`config.mk`:
```
export PLATFORM = sky130hd
export DESIGN_NAME = serial_byte_deframer_flat
export DESIGN_NICKNAME = d
export VERILOG_FILES = /design/src/rtl/serial_byte_deframer_if.sv /design/src/rtl/serial_byte_deframer.sv /design/src/flat_wrapper.sv
export SDC_FILE = /design/constraint.sdc
export NUM_CORES = 1
export LEC_CHECK = 0
export ABC_AREA = 1
export BUFFER_PORTS_ARGS = -buffer_cell sky130_fd_sc_hd__buf_4
export CORE_UTILIZATION = 59
export CTS_BUF_LIST = sky130_fd_sc_hd__clkbuf_2
export DETAILED_ROUTE_END_ITERATION = 16
export PLACE_DENSITY = 0.86
export SYNTH_ARGS = -nofsm -noshare
export SYNTH_HDL_FRONTEND = slang
export SYNTH_SLANG_ARGS = --single-unit
```
`constraint.sdc`:
```
create_clock -name clk_50 -period 1.5 [get_ports clk_50]
set_input_delay 0.225 -clock clk_50 [delete_from_list [all_inputs] [get_ports clk_50]]
set_output_delay 0.225 -clock clk_50 [all_outputs]
set_load 0.02 [all_outputs]
```
`src/rtl/serial_byte_deframer_if.sv`:
```
// serial_byte_deframer_if: serial input and deframed byte/strobe outputs of the byte deframer
interface serial_byte_deframer_if;
    logic       serial_data;
    logic       data_ena;
    logic [7:0] byte_out;
    logic       byte_valid;
    logic       header_found;
    logic       packet_type;
    logic       packet_done;
    logic       frame_err;
    logic       busy;
    modport master (
        output serial_data, data_ena,
        input  byte_out, byte_valid, header_found, packet_type, packet_done, frame_err, busy
    );
    modport slave (
        input  serial_data, data_ena,
        output byte_out, byte_valid, header_found, packet_type, packet_done, frame_err, busy
    );
endinterface

```
`src/rtl/serial_byte_deframer.sv`:
```
// serial_byte_deframer: MSB-first serial byte capture, header hunt and payload byte delivery
module serial_byte_deframer #(
    parameter logic [7:0] HEADER_A      = 8'hA5,
    parameter logic [7:0] HEADER_B      = 8'hC3,
    parameter int         PAYLOAD_BYTES = 4
) (
    input  logic                  clk_50,
    input  logic                  reset_n,
    serial_byte_deframer_if.slave bus
);
    typedef enum logic {HUNT, PAYLOAD} state_t;
    state_t     state, state_n;
    logic [7:0] shift, byte_q, byte_n;
    logic [3:0] bit_cnt, byte_cnt, byte_cnt_n;
    logic       ena_d, type_q, type_n;
    logic       hdr_q, hdr_n, valid_q, valid_n, done_q, done_n, err_q, err_n;
    logic       byte_end, good, is_a, is_b, last;

    assign byte_end = !bus.data_ena && ena_d;
    assign good     = bit_cnt == 4'd8;
    assign is_a     = shift == HEADER_A;
    assign is_b     = shift == HEADER_B;
    assign last     = byte_cnt == 4'(PAYLOAD_BYTES - 1);

    always_ff @(posedge clk_50 or negedge reset_n)
        if (!reset_n) state <= HUNT;
        else          state <= state_n;

    always_comb begin
        state_n    = state;
        byte_cnt_n = byte_cnt;
        byte_n     = byte_q;
        type_n     = type_q;
        hdr_n      = 1'b0;
        valid_n    = 1'b0;
        done_n     = 1'b0;
        err_n      = 1'b0;
        if (byte_end) begin
            if (!good) begin
                err_n      = 1'b1;
                state_n    = HUNT;
                byte_cnt_n = 4'd0;
            end else if (state == HUNT) begin
                if (is_a || is_b) begin
                    hdr_n      = 1'b1;
                    type_n     = is_b;
                    byte_cnt_n = 4'd0;
                    state_n    = PAYLOAD;
                end
            end else begin
                // in PAYLOAD every good byte is data, header values included
                byte_n     = shift;
                valid_n    = 1'b1;
                done_n     = last;
                byte_cnt_n = last ? 4'd0 : byte_cnt + 4'd1;
                state_n    = last ? HUNT : PAYLOAD;
            end
        end
    end

    always_ff @(posedge clk_50 or negedge reset_n)
        if (!reset_n) begin
            shift    <= 8'd0;
            bit_cnt  <= 4'd0;
            byte_cnt <= 4'd0;
            ena_d    <= 1'b0;
            byte_q   <= 8'd0;
            type_q   <= 1'b0;
            hdr_q    <= 1'b0;
            valid_q  <= 1'b0;
            done_q   <= 1'b0;
            err_q    <= 1'b0;
        end else begin
            ena_d    <= bus.data_ena;
            byte_cnt <= byte_cnt_n;
            byte_q   <= byte_n;
            type_q   <= type_n;
            hdr_q    <= hdr_n;
            valid_q  <= valid_n;
            done_q   <= done_n;
            err_q    <= err_n;
            if (bus.data_ena) begin
                shift   <= {shift[6:0], bus.serial_data};
                bit_cnt <= (bit_cnt == 4'd9) ? 4'd9 : bit_cnt + 4'd1;
            end else if (byte_end) begin
                bit_cnt <= 4'd0;
            end
        end

    assign bus.byte_out     = byte_q;
    assign bus.byte_valid   = valid_q;
    assign bus.header_found = hdr_q;
    assign bus.packet_type  = type_q;
    assign bus.packet_done  = done_q;
    assign bus.frame_err    = err_q;
    assign bus.busy         = state == PAYLOAD;
endmodule

```
`src/flat_wrapper.sv`:
```
// flat-port wrapper written by rule: the top's interface ports become plain ports
module serial_byte_deframer_flat 
#(
    parameter logic [7:0] HEADER_A      = 8'hA5,
    parameter logic [7:0] HEADER_B      = 8'hC3,
    parameter int         PAYLOAD_BYTES = 4
)
  (clk_50, reset_n, bus_serial_data, bus_data_ena, bus_byte_out, bus_byte_valid, bus_header_found, bus_packet_type, bus_packet_done, bus_frame_err, bus_busy);
  serial_byte_deframer_if bus_i ();
  input  logic clk_50;
  input  logic reset_n;
  input wire logic [$bits(bus_i.serial_data)-1:0] bus_serial_data;
  input wire logic [$bits(bus_i.data_ena)-1:0] bus_data_ena;
  output wire logic [$bits(bus_i.byte_out)-1:0] bus_byte_out;
  output wire logic [$bits(bus_i.byte_valid)-1:0] bus_byte_valid;
  output wire logic [$bits(bus_i.header_found)-1:0] bus_header_found;
  output wire logic [$bits(bus_i.packet_type)-1:0] bus_packet_type;
  output wire logic [$bits(bus_i.packet_done)-1:0] bus_packet_done;
  output wire logic [$bits(bus_i.frame_err)-1:0] bus_frame_err;
  output wire logic [$bits(bus_i.busy)-1:0] bus_busy;
  assign bus_i.serial_data = bus_serial_data;
  assign bus_i.data_ena = bus_data_ena;
  assign bus_byte_out = bus_i.byte_out;
  assign bus_byte_valid = bus_i.byte_valid;
  assign bus_header_found = bus_i.header_found;
  assign bus_packet_type = bus_i.packet_type;
  assign bus_packet_done = bus_i.packet_done;
  assign bus_frame_err = bus_i.frame_err;
  assign bus_busy = bus_i.busy;
  serial_byte_deframer #(.HEADER_A(HEADER_A), .HEADER_B(HEADER_B), .PAYLOAD_BYTES(PAYLOAD_BYTES)) u_core (.clk_50(clk_50), .reset_n(reset_n), .bus(bus_i));
endmodule
```
==> impl_metrics.yaml <==
floorplanning:
  io_pins: 18
  die_area_sq_um: 2603
  start_util_pct: 63.47
  die_h_microns: 51.02
  core-area_sq_um: 2233
  placementRows: 17
  dieWidth_microns: 51.02
route:
  dr.pass1.iters: 4
  ant_nets: 0
  wl_per_cell_microns: 12.08
  vias: 1097
  drc: 0
  wl_mm: 2.573
  viasPerCell: 5.150
  drtIter0Drc: 11
final_layout:
  final_area_sq_um: 1605
  multiInputGateArea_sq_um: 528.0
  antennaDiodeCount: 0
  fin_cells: 213
  area_growth_pct: 13.24
  fillCellCount: 174
  fin_nets: 191
  drive_above_1_share_pct: 22.16
  seq_area_sq_um: 775.7
logic_synthesis:
  synth.top_cell.area_share_pct: 54.72
  syn_nets: 169
  netlist_instances: 164
  synth-seq-cells: 31
  ys_dominant_reg_cell: "dfrtp_1"
  yosys.area.top_type: "dfrtp_1"
  ys_types: 22
  avgSynthCellArea_sq_um: 8.644
  synth-seq-area-share_pct: 54.72
  synth_area_leaders: "dfrtp_1, nand2_1, inv_1"
  ys_warn_count: 0
  synth_area_sq_um: 1418
  ys_async_sr_fraction_pct: 100.0
  synth-edff-count: 0
cts:
  clk_pin_slew_ns: 0.14
  cts-root-buf: "clkbuf_2"
  clockBufferDepth: 2
  cts_tree: "yes"
  cts_made_buffers: 5
  clock_sinks: 31
  insertion_delay_ns: 0.36
  cts_setup_buffers: 0
  cts_max_level: 2
timing:
  skew_ns: 0.01354
  timing_max_transition_violations_final: 0
  worstMarginPinSlew_ns: 0.3800
  whs_ns: 0.08444
  rsz0062_at_grt: "no"
  max_clock_freq_ghz: 0.7428
  setup_tns_ns: 0
  finalHoldViolCount: 0
  setup_viol: 0
  period_share_pct: 89.75
  slew_headroom_pct: 74.66
  post-route-min-period_ns: 1.346
grt:
  grt_overflow: 0
  grt_pass1_wl_mm: 4.464
  grt_max_degree: 32
  track_usage_pct: 24.44
  grt_pass1_vias: 1058
  antenna_found_initial: 0
setup_path:
  cp-start-kind: "flop"
  end_kind: "flop"
  crit_arrival_ns: 1.60
  required_ns: 1.76
  cp_max_fo: 18
  path_class: "reg2reg"
power_and_ir_drop:
  combPwrFrac_pct: 11.3
  p_sw_uw: 406.9
  power.share.clock_pct: 24.9
  pwr-share-seq_pct: 63.7
  internal-power_mw: 1.037
  p_leak_nw: 0.8741
  sw_frac_of_total_pct: 28.19
  max-vdd-ir-drop_mv: 0.6807
  p_per_area_nw_per_um2: 899.2
placed_design:
  gp_congestion: 0.8606
  dp.cells: 206
  dp_hpwl_mm: 1.843
  io_buffers: 17
  placement.cell_area_sq_um: 1560
flow_run:
  max-cap-violations: 0
status:
  run_status: "complete, no violations"
worst_hold_path:
  hold_class: "in2reg"
routing by layer:
metal / GRT usage (%) / wire length, microns / up-vias
li1: - / - / 560
met1: 30.34 / 1152 / 508
met2: 37.94 / 1246 / 24
met3: 8.929 / 141 / 5
met4: 11.11 / 32 / 0
met5: 0 / 0 / -
per-stage QoR:
stage	util (%)	power, mW	worst slack [ns]
final	71.88	1.443	0.1537
after CTS	71.65	1.455	0.1608
after floorplan	-	1.040	0.3122
after global routing	71.88	1.524	0.05933
after global placement	69.86	1.084	0.2099
after detailed placement	69.86	1.097	0.1891
cells by family (layout without fill, tap and decap cells):
family          after synthesis  after routing  synth area share [%]
simple gates                 78             78                 24.71
flops                        31             31                 54.72
buf+inv                      29             50                 8.384
compound gates               25             25                 11.30
fa+ha+maj                     1              1                0.8825
worst paths after layout:
kind / start / endpoint / slack, ns / cells after the start
worst min register to register: u_core.shift[3]$_DFFE_PN0P_ / u_core.shift[4]$_DFFE_PN0P_ / 0.50 / 2
worst min-delay path: bus_data_ena / u_core.ena_d$_DFF_PN0_ / 0.08 / 1
worst max-delay path: u_core.bit_cnt[2]$_DFFE_PN0P_ / u_core.bus.byte_out[4]$_DFFE_PN0P_ / 0.15 / 8
max in group asynchronous: reset_n / u_core.shift[3]$_DFFE_PN0P_ / 0.91 / 2
min in group asynchronous: reset_n / u_core.bus.busy$_DFFE_PN0N_ / 0.30 / 2
worst max register to register: u_core.bit_cnt[2]$_DFFE_PN0P_ / u_core.bus.byte_out[4]$_DFFE_PN0P_ / 0.15 / 8
synthesized netlist by cell type, drive strengths merged (2+ instances only):
master / count
nand2: 49
dfrtp: 31
inv: 25
o21ai: 21
nor2: 14
nand3: 9
nand4: 5
o22ai: 3
buf: 2
repair_timing:
action / CTS / global route
gates resized for setup: 0 / 1
setup endpoints to repair: 0 / 2
hold buffers: 1 / 0
endpoints found under the hold margin: 31 / 0
cell type report:
type / instances / share of cell area (%)
Inverter: 26 / 6.157
Sequential cell: 31 / 48.32
Multi-Input combinational cell: 104 / 32.89
Timing Repair Buffer: 18 / 8.574
Tap cell: 28 / 2.182
Clock buffer: 6 / 1.871
critical path, cell delays in order (launching register included):
cell and delay [ns]:
dfrtp_1 0.42, inv_2 0.08, nand3_2 0.09, nor2_4 0.15, nand2_2 0.10, clkinv_2 0.08
nand2_4 0.14, nand2_1 0.12, o21ai_2 0.05
power groups by stage:
stage                     registers (mW)  logic, mW  clock network, mW
after global placement             0.932      0.152                  0
after detailed placement           0.936      0.161                  0
after global routing               0.926      0.194              0.404
after CTS                          0.919      0.165              0.372
final                              0.920      0.163              0.360
after floorplan                    0.930      0.111                  0
registers in the layout, indices dropped and copies added (netlist names), 4 cells and up:
name,count
u_core.bit_cnt,4
u_core.bus.byte_out,8
u_core.byte_cnt,4
u_core.shift,8
layout by cell type, fill, tap and decap left out, drive strengths merged, types with 3 or more instances in the layout:
master	n
buf	17
clkbuf	6
dfrtp	31
inv	25
nand2	49
nand3	9
nand4	5
nor2	14
o21ai	21
o22ai	3
Power figures use the tool's default switching activity.
